File: config.mk
export PLATFORM = sky130hd
export DESIGN_NAME = regfile_dump_reader
export DESIGN_NICKNAME = d
export VERILOG_FILES = /design/src/rtl/regfile_dump_reader.sv
export SDC_FILE = /design/constraint.sdc
export NUM_CORES = 1
export LEC_CHECK = 0
export CAP_MARGIN = 20
export CORE_MARGIN = 2
export CORE_UTILIZATION = 46
export DETAILED_ROUTE_END_ITERATION = 10
export GPL_TIMING_DRIVEN = 0
export PLACE_DENSITY = 0.8
export SLEW_MARGIN = 20
export SYNTH_ARGS = -nofsm -noshare
export SYNTH_HDL_FRONTEND = slang
export SYNTH_SLANG_ARGS = --single-unit
File: constraint.sdc
create_clock -name clk -period 3.1 [get_ports clk]
set_clock_uncertainty 0.05 [all_clocks]
set_input_delay 0.465 -clock clk [delete_from_list [all_inputs] [get_ports clk]]
set_output_delay 0.465 -clock clk [all_outputs]
set_load 0.02 [all_outputs]
File: src/rtl/regfile_dump_reader.sv
// Debug readout engine: scans an inclusive register range two at a time through the
// register file read ports and streams each word out over valid/ready.
module regfile_dump_reader #(
    parameter int DATA_W   = 32,
    parameter int ADDR_W   = 5,
    parameter int NUM_REGS = 32
) (
    input  logic              clk,
    input  logic              rst,
    input  logic              start,
    input  logic [ADDR_W-1:0] first_idx,
    input  logic [ADDR_W-1:0] last_idx,
    output logic [ADDR_W-1:0] rf_A1,
    output logic [ADDR_W-1:0] rf_A2,
    input  logic [DATA_W-1:0] rf_RD1,
    input  logic [DATA_W-1:0] rf_RD2,
    output logic              out_valid,
    input  logic              out_ready,
    output logic [DATA_W-1:0] out_data,
    output logic [ADDR_W-1:0] out_idx,
    output logic              out_last,
    output logic              busy,
    output logic              done,
    output logic              range_err
);

    typedef enum logic [1:0] {IDLE, READ, SEND, DONE} state_t;

    localparam logic [ADDR_W:0] LAST_LEGAL = (ADDR_W+1)'(NUM_REGS - 1);

    state_t              state_q, state_d;
    logic [ADDR_W-1:0]   cur_idx_q, cur_idx_d;
    logic [ADDR_W-1:0]   end_idx_q, end_idx_d;
    logic                sel_q, sel_d;
    logic [1:0]          cnt_q, cnt_d;
    logic                err_q, err_d;
    logic [DATA_W-1:0]   buf0_q, buf0_d;
    logic [DATA_W-1:0]   buf1_q, buf1_d;
    logic [ADDR_W-1:0]   cur_pos;
    logic                is_last;
    logic                xfer;

    always_ff @(posedge clk) begin
        if (rst) begin
            state_q   <= IDLE;
            cur_idx_q <= '0;
            end_idx_q <= '0;
            sel_q     <= 1'b0;
            cnt_q     <= '0;
            err_q     <= 1'b0;
            buf0_q    <= '0;
            buf1_q    <= '0;
        end else begin
            state_q   <= state_d;
            cur_idx_q <= cur_idx_d;
            end_idx_q <= end_idx_d;
            sel_q     <= sel_d;
            cnt_q     <= cnt_d;
            err_q     <= err_d;
            buf0_q    <= buf0_d;
            buf1_q    <= buf1_d;
        end
    end

    assign cur_pos = cur_idx_q + ADDR_W'(sel_q);
    assign is_last = (cur_pos == end_idx_q);
    assign xfer    = (state_q == SEND) && out_ready;

    always_comb begin
        state_d   = state_q;
        cur_idx_d = cur_idx_q;
        end_idx_d = end_idx_q;
        sel_d     = sel_q;
        cnt_d     = cnt_q;
        err_d     = err_q;
        buf0_d    = buf0_q;
        buf1_d    = buf1_q;
        case (state_q)
            IDLE: begin
                if (start) begin
                    cur_idx_d = first_idx;
                    end_idx_d = last_idx;
                    if ((first_idx > last_idx) || ({1'b0, last_idx} > LAST_LEGAL)) begin
                        err_d   = 1'b1;
                        state_d = DONE;
                    end else begin
                        state_d = READ;
                    end
                end
            end
            READ: begin
                buf0_d  = rf_RD1;
                buf1_d  = rf_RD2;
                cnt_d   = (cur_idx_q == end_idx_q) ? 2'd1 : 2'd2;
                sel_d   = 1'b0;
                state_d = SEND;
            end
            SEND: begin
                if (xfer) begin
                    // Second word of a pair is still buffered: emit it before the next read
                    if (!sel_q && (cnt_q == 2'd2)) begin
                        sel_d = 1'b1;
                    end else if (is_last) begin
                        state_d = DONE;
                    end else begin
                        cur_idx_d = cur_idx_q + ADDR_W'(2);
                        state_d   = READ;
                    end
                end
            end
            DONE: begin
                err_d   = 1'b0;
                state_d = IDLE;
            end
            default: state_d = IDLE;
        endcase
    end

    assign rf_A1     = cur_idx_q;
    assign rf_A2     = cur_idx_q + ADDR_W'(1);
    assign out_valid = (state_q == SEND);
    assign out_data  = out_valid ? (sel_q ? buf1_q : buf0_q) : '0;
    assign out_idx   = out_valid ? cur_pos : '0;
    assign out_last  = out_valid && is_last;
    assign busy      = (state_q == READ) || (state_q == SEND);
    assign done      = (state_q == DONE);
    assign range_err = (state_q == DONE) && err_q;

endmodule

# Word level (Yosys, flattened, before mapping)
# Index checks and enable logic that the tools add are counted.
dict set report word_totals {
  register_bits 80
  input_bits 78
  out_inout_bits 52
  elab_cells 60
}
dict set report classes {
  add_sub_neg 3
  magnitude_cmp 1
  n_eq_ne 12
  mux 21
  reduce_logical 15
}
# operator count
set ops {}
lappend ops {{$mux 32} 2}
lappend ops {{$mux 5} 5}
lappend ops {{$mux 2} 6}
lappend ops {{$eq 5x5->1} 2}
lappend ops {{$pmux 5 s2} 1}
lappend ops {{$reduce_and 3->1} 3}
lappend ops {{$ne 2x2->1 const B} 4}
lappend ops {{$pmux 2 s4} 1}
lappend ops {{$eq 2x2->1 const B} 3}
lappend ops {{$reduce_bool 2->1} 3}
lappend ops {{$add 5x1->5} 1}
lappend ops {{$add 5x1->5 const B} 1}
lappend ops {{$add 5x2->5 const B} 1}
lappend ops {{$gt 5x5->1} 1}
lappend ops {{$reduce_and 5->1} 1}
lappend ops {{$logic_and 1x1->1} 4}
lappend ops {{$mux 1} 4}
lappend ops {{$ne 2x1->1 const B} 2}
lappend ops {{$pmux 1 s2} 2}
lappend ops {{$eq 2x1->1 const B} 1}
lappend ops {{$logic_not 2->1} 1}
lappend ops {{$reduce_and 2->1} 1}
lappend ops {{$logic_not 1->1} 1}
lappend ops {{$logic_or 1x1->1} 1}

# Longest topological paths before layout
dict set report depth {
  depth_word 6
  mapped_depth 8
  ltp_nobuf 8
}

# Worst setup path after synthesis
# OpenSTA, ideal clock, no wires.
dict set report synth_timing {
  kind {reg2reg}
  from {reg cur_idx_q[0] (netlist: rf_A1[0])}
  to {reg cur_idx_q[3] (netlist: rf_A1[3])}
  setup_ps 62
  arrival_time_ps 2265
  t_required_ps 2988
  path_slack_ps 723
  stages_incl_launch_ff 9
  cell_sequence {dfxtp_1 -> ha_1 -> ha_1 -> and3b_1 -> o221a_1 -> o2111ai_4 -> inv_4 -> or4_1 -> nand3_1}
}
dict set report synth_via {
  elab_chain_cells 5
}
# item line_no
set synth_lines {}
lappend synth_lines {{start: declaration} 32} ;# logic [ADDR_W-1:0] cur_idx_q, cur_idx_d;
lappend synth_lines {{start signal: assignment} 55} ;# cur_idx_q <= cur_idx_d;
lappend synth_lines {{parallel branches: the longest is 5 deep, another holds $add 5x1->5} n/a}
# Several ways; the timed one is not identified. The select of a mux whose other input is x is not followed.
# A chain may end at the register's enable or synchronous reset.

# Final worst setup path
dict set report layout_timing {
  from {reg sel_q}
  to {out out_data[17]}
}
dict set report layout_via {
  elab_chain_cells 2
}
# item line_no
set layout_lines {}
lappend layout_lines {{start: declaration} 34} ;# logic sel_q, sel_d;
lappend layout_lines {{start signal: assignment} 57} ;# sel_q <= sel_d;
lappend layout_lines {{$mux 32 (2 in a row)} 122} ;# assign out_data = out_valid ? (sel_q ? buf1_q : buf0_q) : '0;
lappend layout_lines {{end: declaration} 19} ;# output logic [DATA_W-1:0] out_data,
# Every way passes these cells.

==> impl_metrics.py <==
metrics = {
    "logic_synthesis": {
        "synth_edf_count": 0,
        "synth_cells": 431,
        "synth_warnings": 0,
        "synth_cell_types": 41,
        "yosysTopAreaCell": "dfxtp_1",
        "synthArstFlopShare_pct": 0,
        "synth_ff_type": "dfxtp_1",
        "synth.avg_cell_area_sq_um": 9.142,
        "synthTopCellsByArea": "dfxtp_1 41%, mux2i_1 25%, nor2_1 10%",
        "yosysSeqAreaShare_pct": 40.65,
        "synth-seq-cells": 80,
        "syn_area_sq_um": 3940,
        "synth_top_area_share_pct": 40.65,
        "synthesis.nets": 523,
    },
    "sta": {
        "finalSetupViolCount": 0,
        "min_period_ns": 2.975,
        "final-hold-violation-count": 0,
        "max_slew_margin_pct": 46.45,
        "tightest_slew_ns": 0.8032,
        "fmax_mhz": 336.1,
        "tns_ns": 0,
        "worst_slack_ns": 0.1245,
        "post-route-period-util_pct": 95.98,
        "rsz0062_at_grt": "no",
        "slew_violations": 0,
    },
    "global_routing": {
        "met1_usage_pct": 28.07,
        "grt_pass1_vias": 3664,
        "grt_max_degree": 14,
        "grt_overflow": 0,
        "track_usage_pct": 23.22,
        "use_met2_pct": 41.09,
        "globalRouteMet3Util_pct": 6.362,
        "grt_pass1_wl_um": 16800,
        "antenna_found_initial": 0,
        "grt_busiest_layer": "met2",
    },
    "setup_path": {
        "crit_arrival_ns": 2.46,
        "crit_path_cell_trace": "buf_2 > buf_1 > mux2i_1 > nor2_1 > clkdlybuf4s50_1",
        "critPathLaunchType": "flip-flop",
        "cp_max_fo": 10,
        "cpPeakStageDelay_ns": 0.63,
        "required_ns": 2.58,
        "crit_type": "reg2out",
        "cp_top_family": "buffers and inverters",
        "slowest_stage": "clkdlybuf4s50_1",
        "end_kind": "output port",
        "crit_buf_inv": 3,
    },
    "min_path": {
        "hold_class": "reg2reg",
    },
    "flow_run": {
        "cap_violations": 0,
    },
    "floorplanning": {
        "num_rows": 33,
        "initial_core_util_pct": 47.71,
        "dieHeight_um": 96.55,
        "core_sq_um": 8258,
        "io_pins": 130,
        "die_area_sq_um": 9322,
        "dieWidth_um": 96.55,
    },
    "clock_tree": {
        "htree_levels": 3,
        "cts_buffers": 9,
        "cts_tree": "built",
        "clock_latency_ns": 0.34,
        "clk_pin_slew_ns": 0.08,
        "clk_path_buf_depth": 2,
        "cts_root_buffer": "clkbuf_8",
        "clock_sinks": 80,
    },
    "placement": {
        "pre_cts_slack_ns": -0.01001,
        "hpwlAfterDp_um": 8054,
        "dp.cells": 664,
        "globalplace.congestion": 0.9126,
        "io_buffer_count": 128,
    },
    "cells_and_area": {
        "area_growth_pct": 41.44,
        "fin_cells": 680,
        "n_antenna_cell": 0,
        "final_common_cell": "clkdlybuf4s50_1",
        "nFillCells": 688,
        "drive_gt1_share_pct": 5.739,
        "nNetsFinal": 663,
        "layout_common_cells": "127 x clkdlybuf4s50_1, 106 x nor2_1, 97 x mux2i_1, 78 x dfxtp_1, 14 x a21oi_1",
    },
    "routing": {
        "finalWirelength_um": 10580,
        "avgViaCountPerCell": 5.196,
        "first_pass_iters": 4,
        "post_drt_wl_per_cell_um": 15.56,
        "drtIter0Drc": 77,
        "ant_nets": 0,
        "vias": 3533,
        "drc": 0,
    },
    "pwr": {
        "ir_drop_uv": 423.3,
        "power_uw": 4316,
        "p_leak_uw": 0.002098,
        "cellPowerDensity_nw_per_um2": 774.5,
    },
    "run_status": {
        "status": "finished clean",
    },
}
layout make-up:
| type | count | area (sq um) | area share [%] |
|---|---|---|---|
| Buffer | 29 | 131.4 | 2.357 |
| Clock buffer | 10 | 137.6 | 2.470 |
| Clock inverter | 5 | 56.30 | 1.010 |
| Inverter | 15 | 62.56 | 1.123 |
| Multi-Input combinational cell | 306 | 2151 | 38.59 |
| Sequential cell | 80 | 1604 | 28.78 |
| Tap cell | 105 | 131.4 | 2.357 |
| Timing Repair Buffer | 130 | 1299 | 23.30 |
power breakdown:
part           total, uW  internal [uW]  switching, uW
registers           1470           1300            179
clock network        767            390            377
logic               2080            960           1120
total               4320           2650           1670
registers in the layout, summed over array words and instances, names as in the netlist:
register and cells:
buf0_q 32, state_q 2, sel_q 1, cnt_q 2, end_idx_q 5, err_q 1
rf_A1 5, buf1_q 32
Yosys cell counts (3+ instances only):
library cell  count
xnor2_1           5
dfxtp_1          80
xor2_1           10
clkbuf_1         15
mux2i_1          97
ha_1             14
inv_1            14
and2_1            4
buf_2             3
a21oi_1          14
o21ai_0           4
nand2_1          12
nor2_1          106
nand3_1          10
a311oi_1          4
buf_1            10
tightest hold or removal path, stage by stage (launching register included):
cell	delay, ns
dfxtp_1	0.31
nor2_1	0.08
a311oi_1	0.06
path summary, 6_finish.rpt:
check | start | end | slack [ns] | depth (start not counted)
setup / recovery | sel_q | out_data[17] | 0.12 | 5
hold / removal | cnt_q[1] | cnt_q[1] | 0.45 | 2
setup reg to reg | rf_A1[0] | rf_A1[3] | 0.69 | 8
hold reg to reg | cnt_q[1] | cnt_q[1] | 0.45 | 2
per-stage QoR:
stage	utilization [%]	area (sq um)	hold WS, ns
after floorplan	-	3940	0.3981
after global placement	64.82	5353	0.4091
after detailed placement	64.82	5353	0.4285
after CTS	67.39	5565	0.4445
after global routing	67.48	5573	0.4746
final	67.48	5573	0.4468
per-layer routing:
layer	wire [um]	up-vias	part of all wire [%]
met5	0	-	0
met2	5235	109	49
met1	4530	1674	43
met4	112	0	1.1
met3	705	12	6.7
li1	-	1738	-
cell families after synthesis:
kind of cell             after synthesis  share of synthesized area (%)
buffers and inverters                 45                          4.827
XOR/XNOR                              15                          3.334
AO/OA/AOI/OAI                         35                          6.574
adder cells (fa/ha/maj)               14                          4.446
AND/OR/NAND/NOR                      144                          15.24
multiplexers                          98                          24.93
flip-flops                            80                          40.65
what timing repair did:
action | in CTS | in global routing
resized for setup | 3 | 6
gates cloned | 0 | 0
buffers inserted | 2 | 0
hold buffers | 0 | 0
endpoints found under the setup margin | 31 | 26
(Power assumes the default switching activity.)
